## src/rtl/id_ex_operand_stage.sv

```systemverilog
// -----------------------------------------------------------------------------
// id_ex_operand_stage
//
// ID/EX pipeline register and ALU operand delivery for the RV32IM pipeline.
// It captures the decoded instruction from ID and presents the ALU operands
// with result forwarding from the MEM and WB stages. It also detects load-use
// hazards (stall plus bubble) and kills the entering instruction on a flush.
//
// Ports:
//   CLK, RESET            clock (rising edge), synchronous active-high reset
//   ID_*                  decoded instruction fields and control from ID
//   EXM_*                 destination/result of the instruction now in MEM
//   MWB_*                 destination/result of the instruction now in WB
//   FLUSH                 taken branch/jump: the instruction entering EX dies
//   DATA1, DATA2          forwarded and muxed ALU operands (combinational)
//   ALU_OPCODE            registered ALU operation
//   EX_*                  registered control, rd, PC; EX_STORE_DATA = fwd rs2
//   STALL                 load-use hazard: hold PC and IF/ID this cycle
// -----------------------------------------------------------------------------
module id_ex_operand_stage #(
  parameter int XLEN = 32,
  parameter int OPW  = 5
) (
  input  logic            CLK,
  input  logic            RESET,
  input  logic            ID_VALID,
  input  logic [XLEN-1:0] ID_PC,
  input  logic [4:0]      ID_RS1_ADDR,
  input  logic [4:0]      ID_RS2_ADDR,
  input  logic [4:0]      ID_RD_ADDR,
  input  logic [XLEN-1:0] ID_RS1_DATA,
  input  logic [XLEN-1:0] ID_RS2_DATA,
  input  logic [XLEN-1:0] ID_IMM,
  input  logic [OPW-1:0]  ID_ALU_OPCODE,
  input  logic            ID_OP1_SEL,
  input  logic            ID_OP2_SEL,
  input  logic            ID_USES_RS1,
  input  logic            ID_USES_RS2,
  input  logic            ID_REG_WRITE,
  input  logic            ID_MEM_READ,
  input  logic            ID_MEM_WRITE,
  input  logic            EXM_REG_WRITE,
  input  logic [4:0]      EXM_RD_ADDR,
  input  logic [XLEN-1:0] EXM_RESULT,
  input  logic            MWB_REG_WRITE,
  input  logic [4:0]      MWB_RD_ADDR,
  input  logic [XLEN-1:0] MWB_RESULT,
  input  logic            FLUSH,
  output logic [XLEN-1:0] DATA1,
  output logic [XLEN-1:0] DATA2,
  output logic [OPW-1:0]  ALU_OPCODE,
  output logic            EX_VALID,
  output logic            EX_REG_WRITE,
  output logic            EX_MEM_READ,
  output logic            EX_MEM_WRITE,
  output logic [4:0]      EX_RD_ADDR,
  output logic [XLEN-1:0] EX_PC,
  output logic [XLEN-1:0] EX_STORE_DATA,
  output logic            STALL
);

  logic            vld_p0;
  logic [XLEN-1:0] pc_p0;
  logic [4:0]      rs1_addr_p0;
  logic [4:0]      rs2_addr_p0;
  logic [4:0]      rd_addr_p0;
  logic [XLEN-1:0] rs1_data_p0;
  logic [XLEN-1:0] rs2_data_p0;
  logic [XLEN-1:0] imm_p0;
  logic [OPW-1:0]  opcode_p0;
  logic            op1_sel_p0;
  logic            op2_sel_p0;
  logic            reg_write_p0;
  logic            mem_read_p0;
  logic            mem_write_p0;

  logic [XLEN-1:0] fwd_rs1;
  logic [XLEN-1:0] fwd_rs2;
  logic            bubble;

  // The register file has no write-through, so a value being written back
  // this cycle must be taken from the WB bus at capture time.
  function automatic logic [XLEN-1:0] wb_bypass(input logic [4:0]      rs,
                                                input logic [XLEN-1:0] rf_data);
    if (MWB_REG_WRITE && (MWB_RD_ADDR != 5'd0) && (MWB_RD_ADDR == rs))
      return MWB_RESULT;
    return rf_data;
  endfunction

  // EX-time forwarding: the MEM result is younger than the WB result and wins.
  // x0 is hardwired zero and never forwarded.
  function automatic logic [XLEN-1:0] fwd_operand(input logic [4:0]      rs,
                                                  input logic [XLEN-1:0] held);
    if (rs == 5'd0)
      return held;
    if (EXM_REG_WRITE && (EXM_RD_ADDR == rs))
      return EXM_RESULT;
    if (MWB_REG_WRITE && (MWB_RD_ADDR == rs))
      return MWB_RESULT;
    return held;
  endfunction

  // A load in EX cannot supply its data to the instruction in ID; hold ID one
  // cycle and send a bubble so the data arrives later over the WB path.
  assign STALL = vld_p0 && mem_read_p0 && (rd_addr_p0 != 5'd0) && ID_VALID &&
                 ((ID_USES_RS1 && (ID_RS1_ADDR == rd_addr_p0)) ||
                  (ID_USES_RS2 && (ID_RS2_ADDR == rd_addr_p0))) && !FLUSH;

  assign bubble = FLUSH || STALL || !ID_VALID;

  // Stage p0: ID -> EX capture
  always_ff @(posedge CLK) begin
    if (RESET || bubble) begin
      vld_p0       <= 1'b0;
      pc_p0        <= '0;
      rs1_addr_p0  <= '0;
      rs2_addr_p0  <= '0;
      rd_addr_p0   <= '0;
      rs1_data_p0  <= '0;
      rs2_data_p0  <= '0;
      imm_p0       <= '0;
      opcode_p0    <= '0;
      op1_sel_p0   <= 1'b0;
      op2_sel_p0   <= 1'b0;
      reg_write_p0 <= 1'b0;
      mem_read_p0  <= 1'b0;
      mem_write_p0 <= 1'b0;
    end else begin
      vld_p0       <= 1'b1;
      pc_p0        <= ID_PC;
      rs1_addr_p0  <= ID_RS1_ADDR;
      rs2_addr_p0  <= ID_RS2_ADDR;
      rd_addr_p0   <= ID_RD_ADDR;
      rs1_data_p0  <= wb_bypass(ID_RS1_ADDR, ID_RS1_DATA);
      rs2_data_p0  <= wb_bypass(ID_RS2_ADDR, ID_RS2_DATA);
      imm_p0       <= ID_IMM;
      opcode_p0    <= ID_ALU_OPCODE;
      op1_sel_p0   <= ID_OP1_SEL;
      op2_sel_p0   <= ID_OP2_SEL;
      reg_write_p0 <= ID_REG_WRITE;
      mem_read_p0  <= ID_MEM_READ;
      mem_write_p0 <= ID_MEM_WRITE;
    end
  end

  // Stage p0 outputs: forwarding and operand muxing, combinational
  assign fwd_rs1 = fwd_operand(rs1_addr_p0, rs1_data_p0);
  assign fwd_rs2 = fwd_operand(rs2_addr_p0, rs2_data_p0);

  assign DATA1         = op1_sel_p0 ? pc_p0  : fwd_rs1;
  assign DATA2         = op2_sel_p0 ? imm_p0 : fwd_rs2;
  assign EX_STORE_DATA = fwd_rs2;

  assign ALU_OPCODE   = opcode_p0;
  assign EX_VALID     = vld_p0;
  assign EX_REG_WRITE = reg_write_p0;
  assign EX_MEM_READ  = mem_read_p0;
  assign EX_MEM_WRITE = mem_write_p0;
  assign EX_RD_ADDR   = rd_addr_p0;
  assign EX_PC        = pc_p0;

endmodule

```

## config.mk

```make
export PLATFORM = sky130hd
export DESIGN_NAME = id_ex_operand_stage
export DESIGN_NICKNAME = d
export VERILOG_FILES = /design/src/rtl/id_ex_operand_stage.sv
export SDC_FILE = /design/constraint.sdc
export NUM_CORES = 1
export LEC_CHECK = 0
export ABC_AREA = 1
export CAP_MARGIN = 20
export CORE_MARGIN = 5
export CORE_UTILIZATION = 39
export DETAILED_ROUTE_END_ITERATION = 8
export PLACE_DENSITY = 0.85
export SLEW_MARGIN = 20
export SYNTH_ARGS = -nofsm -noshare
export SYNTH_HDL_FRONTEND = slang
export SYNTH_SLANG_ARGS = --single-unit
```

## constraint.sdc

```tcl
create_clock -name CLK -period 1.85 [get_ports CLK]
set_input_delay 0.37 -clock CLK [delete_from_list [all_inputs] [get_ports CLK]]
set_output_delay 0.37 -clock CLK [all_outputs]
set_load 0.01 [all_outputs]
```

==> results of run 1 <==
[state kept, by name, indices dropped and copies added, names as in the netlist, 5 cells and up]
register	flops
ALU_OPCODE	5
rs2_data_p0	32
EX_PC	32
rs1_addr_p0	5
EX_RD_ADDR	5
imm_p0	32
rs2_addr_p0	5
rs1_data_p0	32
[power by group through the flow]
stage               Clock (mW)  Sequential (mW)  Combinational, mW
global route              3.82             3.45               2.30
global placement             0             3.52               1.86
floorplan                    0             3.53              0.671
CTS                       3.68             3.45               2.04
finish                    3.65             3.45               2.16
detailed placement           0             3.52               1.87
[per-layer routing]
metal  wire, µm  share of wire (%)  global-route usage [%]
met5         31              0.073                       0
met4       2100                5.0                    13.5
met3       3890                9.2                    9.54
met2      20800                 49                    54.8
met1      15500                 37                    33.3
[synthesized netlist by cell type, drive strengths merged]
master,number,area share (%)
nand2,499,22
nor2,267,12
inv,262,11
dfxtp,154,35
nand3,106,6.1
o21ai,86,4.9
buf,61,4.6
and2,17,1.2
clkbuf,17,0.73
a21oi,5,0.29
nand4,5,0.43
xnor2,4,0.40
xor2,4,0.40
o22ai,3,0.21
nor3,2,0.24
nor4,2,0.14
a21boi,1,0.13
a21o,1,0.086
nor3b,1,0.086
or2,1,0.071
[area by class of cell]
type,count,share of cell area (%)
inverter,262,5.95
timing repair buffer,584,36.3
clock inverter,14,0.984
clock buffer,17,2.57
sequential,154,18.9
multi-input combinational,1005,33.1
tap,280,2.12
antenna,2,0.0303
[path summary, 6_finish.rpt]
check / startpoint / end / slack, ns / depth (start not counted)
worst max-delay path: rs2_addr_p0[4]$_SDFF_PP0_ / EX_STORE_DATA[19] / -0.83 / 12
worst min-delay path: ID_RS2_ADDR[3] / rs2_addr_p0[3]$_SDFF_PP0_ / 0.43 / 4
worst min register to register: EX_MEM_READ$_SDFF_PP0_ / EX_RD_ADDR[3]$_SDFF_PP0_ / 1.09 / 8
worst max register to register: EX_RD_ADDR[0]$_SDFF_PP0_ / imm_p0[10]$_SDFF_PP0_ / 0.18 / 9
[cells by family after synthesis]
group                     Yosys count
and+or+nand+nor                   900
xor gates and xnor gates            8
buffers and inverters             340
DFF                               154
AOI/OAI and AO/OA                  96
[tightest hold or removal path, cell delays in order]
cell and delay, ns:
sky130_fd_sc_hd__dlygate4sd2_1 0.26, sky130_fd_sc_hd__inv_2 0.07, sky130_fd_sc_hd__buf_4 0.09, sky130_fd_sc_hd__nor2_1 0.03
[metrics by stage]
| stage | util (%) | total power [mW] |
|---|---|---|
| after global placement | 63.9 | 5.38 |
| final | 75.3 | 9.26 |
| after floorplan | - | 4.20 |
| after CTS | 72.6 | 9.17 |
| after detailed placement | 63.9 | 5.40 |
| after global routing | 75.2 | 9.57 |
[what timing repair did]
action,CTS,global route
cloned,9,4
buffers inserted,33,7
hold endpoints to repair,0,0
endpoints found under the setup margin,154,107
resized for setup,779,148
pin swaps,94,86
==> results.py, run 1 <==
metrics = {
    "outcome": {
        "run_status": "complete, but fails checks",
        "failed_checks": "setup timing",
    },
    "grt": {
        "overflow": 0,
        "grt_first_pass_wirelength_um": 62100,
        "gr-usage-all-layers_pct": 30.6,
        "pin_count_of_the_biggest_net_entering_global_routing": 40,
        "number_of_global_route_vias_before_repair": 11600,
        "antenna_found_initial": 3,
    },
    "place": {
        "detailedPlacementHpwl_um": 29000,
        "placed_instance_area_um2": 14000,
        "placed_cells_incl_taps": 2237,
        "pre_cts_slack_ns": -1.32,
        "routabilityCongestion": 0.920,
        "place.port_buffers": 377,
    },
    "synthesis": {
        "postSynthNetCount": 1733,
        "yosysSeqAreaShare_pct": 35.2,
        "synth_adder_area_share_pct": 0,
        "synthesis.area_um2": 8760,
        "post_synthesis_share_of_cell_area_spent_on_and_or_nand_and_nor_gates_pct": 41.8,
        "ys_seq_elements": 154,
        "synth_xor_xnor_area_share_pct": 0.800,
        "main_combinational_cell_family_by_area_after_synthesis": "simple AND/OR/NAND/NOR gates",
        "mean_instance_size_in_the_synthesized_netlist_um2": 5.85,
        "synthMuxAreaShare_pct": 0,
        "synth.distinct_cells": 32,
        "synth_compound_area_share_pct": 5.63,
        "synthesis.instances": 1498,
        "yosys_warnings": 0,
    },
    "critical_path": {
        "crit_family": "simple AND/OR/NAND/NOR gates",
        "critPathRequiredTime_ns": 1.48,
        "timing.critical_path.to_type": "output pin",
        "timing.critical_path.slowest_stage_cell": "sky130_fd_sc_hd__dfxtp_2",
        "worstSetupStartpointType": "flop",
        "crit_buf_inv": 4,
        "cells_along_the_critical_path": "buf_6, xnor2_2, nand2_1, nor2_4, nand2_4, nand2_8, nand2_8, buf_12, buf_12, nand2_4, and2_1, buf_2",
        "slowest_delay_ns": 0.37,
        "worst-path-max-fanout": 7,
        "cp_data_arrival_time_ns": 2.31,
        "worstSetupPathType": "reg2out",
    },
    "clock_tree": {
        "tritoncts_clock_tree": "built",
        "cts.htree.levels": 4,
        "cts_inserted_buffers": 17,
        "cts_hold_buffers_added": 0,
        "clk_pin_slew_ns": 0.07,
        "clk_latency_ns": 0.44,
        "numClockSinks": 154,
        "clock_path_buffers": 2,
        "clk_root_buffer_cell": "sky130_fd_sc_hd__clkbuf_16",
    },
    "floorplanning": {
        "num_io_pins": 378,
        "rows": 54,
        "starting_density_of_the_core_pct": 39.9,
        "dieWidth_um": 160,
        "core_area_um2": 22000,
        "design.die.area_um2": 25500,
        "die_height_um": 160,
    },
    "sta": {
        "fin_crit_sh_pct": 145,
        "timing_worst_slew_pin_value_ns": 0.297,
        "totalNegativeSetupSlack_ns": -63.22,
        "maxSlewHeadroom_pct": 80.1,
        "holdWs_ns": 0.426,
        "finalSetupViolCount": 97,
        "timing.final.crit_period_ns": 2.68,
        "setup_ws_post_layout_ns": -0.831,
        "max_clock_freq_ghz": 0.373,
        "fin_skew_ns": 0.0138,
        "slew_violations": 0,
        "grt_setup_unrepaired": "true",
        "final_hold_viol_count": 0,
    },
    "power": {
        "power.ir.vdd_worst_mv": 0.558,
        "p_int_mw": 6.55,
        "power_density_nw_per_um2": 560,
        "power_leakage_nw": 8.47,
        "p_clk_share_pct": 39.5,
        "power_frac_seq_pct": 37.2,
        "share_of_total_power_consumed_by_net_switching_pct": 29.2,
        "share_comb_of_total_power_pct": 23.3,
        "p_sw_mw": 2.71,
    },
    "drt": {
        "drtAntennaViolNets": 0,
        "routedWlPerCell_um": 18.2,
        "route.detailed.drc": 0,
        "drt_wl_total_um": 42300,
        "via_count": 11600,
        "detail_route.vias_per_cell": 4.99,
        "dr.first_iter.drc_count": 901,
        "drt_pass1_iterations": 6,
    },
    "final_layout": {
        "layout-drive-gt1-share_pct": 32.1,
        "num-nets-final": 2259,
        "highest_count_cells_in_the_layout_ignoring_fill_and_taps": "sky130_fd_sc_hd__nand2_1, sky130_fd_sc_hd__clkdlybuf4s50_1, sky130_fd_sc_hd__inv_1, sky130_fd_sc_hd__nor2_1, sky130_fd_sc_hd__dfxtp_1",
        "final_cell_count_no_fill": 2318,
        "final_area_um2": 16500,
        "layout.area.seq_um2": 3120,
        "layout.cells.most_common": "sky130_fd_sc_hd__nand2_1",
        "multi_input_area_um2": 5480,
        "layout.filler_cells": 1612,
        "areaGrowthSynthToFinish_pct": 88.7,
    },
    "run": {
        "max_cap_viol_count": 0,
    },
    "hold_path": {
        "hold_path.class": "in2reg",
    },
}
Note: power is estimated with default switching activity, not from simulation.
==> inputs of run 2 (changes only) <==
--- a/config.mk
+++ b/config.mk
@@ -8,9 +8,10 @@
 export ABC_AREA = 1
 export CAP_MARGIN = 20
 export CORE_MARGIN = 5
-export CORE_UTILIZATION = 39
+export CORE_UTILIZATION = 30
 export DETAILED_ROUTE_END_ITERATION = 8
-export PLACE_DENSITY = 0.85
+export MAX_ROUTING_LAYER = met4
+export PLACE_DENSITY = 0.7
 export SLEW_MARGIN = 20
 export SYNTH_ARGS = -nofsm -noshare
 export SYNTH_HDL_FRONTEND = slang
==> results.py, run 2 (synthesis gave the netlist of run 1 again) <==
metrics = {
    "outcome": {
        "run_status": "complete, but fails checks",
        "failed_checks": "setup timing",
    },
    "sta": {
        "grt_setup_unrepaired": "true",
        "fin_crit_sh_pct": 146,
        "totalNegativeSetupSlack_ns": -69.64,
        "fin_skew_ns": 0.0125,
        "timing_worst_slew_pin_value_ns": 0.334,
        "holdWs_ns": 0.423,
        "maxSlewHeadroom_pct": 77.5,
        "max_clock_freq_ghz": 0.370,
        "slew_violations": 0,
        "timing.final.crit_period_ns": 2.70,
        "setup_ws_post_layout_ns": -0.853,
        "final_hold_viol_count": 0,
        "finalSetupViolCount": 97,
    },
    "run": {
        "max_cap_viol_count": 0,
    },
    "drt": {
        "detail_route.vias_per_cell": 4.63,
        "routedWlPerCell_um": 17.4,
        "drt_pass1_iterations": 6,
        "dr.first_iter.drc_count": 751,
        "drt_wl_total_um": 42000,
        "drtAntennaViolNets": 0,
        "via_count": 11200,
        "route.detailed.drc": 0,
    },
    "hold_path": {
        "timing.hold.worst_path_depth": 4,
        "hold_path.class": "in2reg",
    },
    "critical_path": {
        "cp_data_arrival_time_ns": 2.33,
        "worstSetupPathType": "reg2out",
        "timing.critical_path.to_type": "output pin",
        "worst-path-max-fanout": 8,
        "slowest_delay_ns": 0.33,
        "timing.critical_path.slowest_stage_cell": "sky130_fd_sc_hd__dfxtp_2",
        "cells_along_the_critical_path": "buf_6, a21boi_2, nand2_2, nor2_4, buf_12, nand2_8, nand2_8, nand2_8, buf_12, buf_4, nand2_4, nand2_4, nand2_2, nand2_2, buf_6",
        "critPathRequiredTime_ns": 1.48,
        "worstSetupStartpointType": "flop",
        "worstRegToRegCells": 8,
    },
    "final_layout": {
        "final_area_um2": 16400,
        "finish.utilization_pct": 57.1,
        "highest_count_cells_in_the_layout_ignoring_fill_and_taps": "sky130_fd_sc_hd__nand2_1, sky130_fd_sc_hd__clkdlybuf4s50_1, sky130_fd_sc_hd__inv_1, sky130_fd_sc_hd__nor2_1, sky130_fd_sc_hd__dfxtp_1",
        "num-nets-final": 2245,
        "final_cell_count_no_fill": 2413,
        "layout-drive-gt1-share_pct": 30.7,
        "layout.filler_cells": 2643,
        "layout.cells.most_common": "sky130_fd_sc_hd__nand2_1",
        "areaGrowthSynthToFinish_pct": 87.7,
    },
    "power": {
        "power_leakage_nw": 8.37,
        "share_comb_of_total_power_pct": 22.8,
        "p_clk_share_pct": 39.9,
        "p_sw_mw": 2.69,
        "share_of_total_power_consumed_by_net_switching_pct": 29.1,
        "power_density_nw_per_um2": 562,
        "p_int_mw": 6.55,
        "total_power_mw": 9.24,
        "power_frac_seq_pct": 37.3,
        "power.ir.vdd_worst_mv": 0.639,
    },
    "grt": {
        "pin_count_of_the_biggest_net_entering_global_routing": 41,
        "overflow": 0,
        "antenna_found_initial": 5,
        "grt_first_pass_wirelength_um": 61500,
        "number_of_global_route_vias_before_repair": 11300,
        "gr-usage-all-layers_pct": 24.4,
    },
    "clock_tree": {
        "cts.htree.levels": 4,
        "clk_latency_ns": 0.44,
        "clk_root_buffer_cell": "sky130_fd_sc_hd__clkbuf_16",
        "clock_path_buffers": 2,
        "tritoncts_clock_tree": "built",
        "numClockSinks": 154,
        "cts_inserted_buffers": 17,
        "clk_pin_slew_ns": 0.07,
    },
    "floorplanning": {
        "starting_density_of_the_core_pct": 30.4,
        "design.die.area_um2": 32700,
        "dieWidth_um": 181,
        "num_io_pins": 378,
        "die_height_um": 181,
        "rows": 62,
        "core_area_um2": 28800,
    },
    "place": {
        "detailedPlacementHpwl_um": 30400,
        "placed_instance_area_um2": 14100,
        "routabilityCongestion": 0.888,
        "pre_cts_slack_ns": -1.31,
        "placed_cells_incl_taps": 2331,
        "place.port_buffers": 377,
    },
}
run 2: changes by cell type in the layout (fill, tap and decap cells not counted), moves of 13 or more:
cell | before | now
sky130_fd_sc_hd__nand2_4 | 38 | 67
sky130_fd_sc_hd__nor2_1 | 209 | 238
sky130_fd_sc_hd__nand2_1 | 361 | 341
sky130_fd_sc_hd__buf_6 | 92 | 74
sky130_fd_sc_hd__nor2_2 | 31 | 14
sky130_fd_sc_hd__o21ai_1 | 26 | 42
sky130_fd_sc_hd__o21ai_2 | 34 | 21
run 2: area by class of cell:
| cell class | instances | area (µm²) | share of cell area (%) |
|---|---|---|---|
| Inverter | 262 | 993 | 6.05 |
| Antenna cell | 6 | 15.0 | 0.0914 |
| Tap cell | 384 | 480 | 2.92 |
| Timing Repair Buffer | 571 | 5720 | 34.8 |
| Multi-Input combinational cell | 1004 | 5490 | 33.4 |
| Clock inverter | 15 | 181 | 1.10 |
| Sequential cell | 154 | 3130 | 19.1 |
| Clock buffer | 17 | 425 | 2.59 |
run 2: power groups by stage:
stage | combinational (mW) | clock (mW) | sequential [mW]
6_report | 2.10 | 3.69 | 3.45
5_1_grt | 2.27 | 3.89 | 3.45
4_1_cts | 1.96 | 3.75 | 3.45
3_5_place_dp | 1.89 | 0 | 3.53
3_3_place_gp | 1.88 | 0 | 3.52
2_1_floorplan | 0.671 | 0 | 3.53
run 2: worst paths after layout:
| check | from | to | slack, ns |
|---|---|---|---|
| max | rs2_addr_p0[3]$_SDFF_PP0_ | DATA2[24] | -0.85 |
| min reg2reg | EX_MEM_READ$_SDFF_PP0_ | EX_VALID$_DFF_P_ | 1.05 |
| max reg2reg | EX_RD_ADDR[0]$_SDFF_PP0_ | ALU_OPCODE[1]$_SDFF_PP0_ | 0.29 |
| min | ID_RS1_ADDR[4] | rs1_addr_p0[4]$_SDFF_PP0_ | 0.42 |
run 2: timing repair:
action / in CTS / in global routing
pin swaps: 53 / 111
hold buffers: 0 / 0
cloned: 6 / 7
resized for setup: 622 / 272
setup buffers: 25 / 13
setup endpoints to repair: 114 / 101
run 2: critical path: cells and delay by family, from the launching register on:
| family | cells | cell delay (ns) |
|---|---|---|
| compound gates | 1 | 0.18 |
| buf+inv | 5 | 0.67 |
| flops | 1 | 0.33 |
| simple gates | 9 | 0.70 |
run 2: routing by layer:
metal,part of all wire [%],global-route usage (%)
met2,49,42.3
met3,8.1,6.47
met5,0,-
met1,39,27.3
met4,4.0,8.38
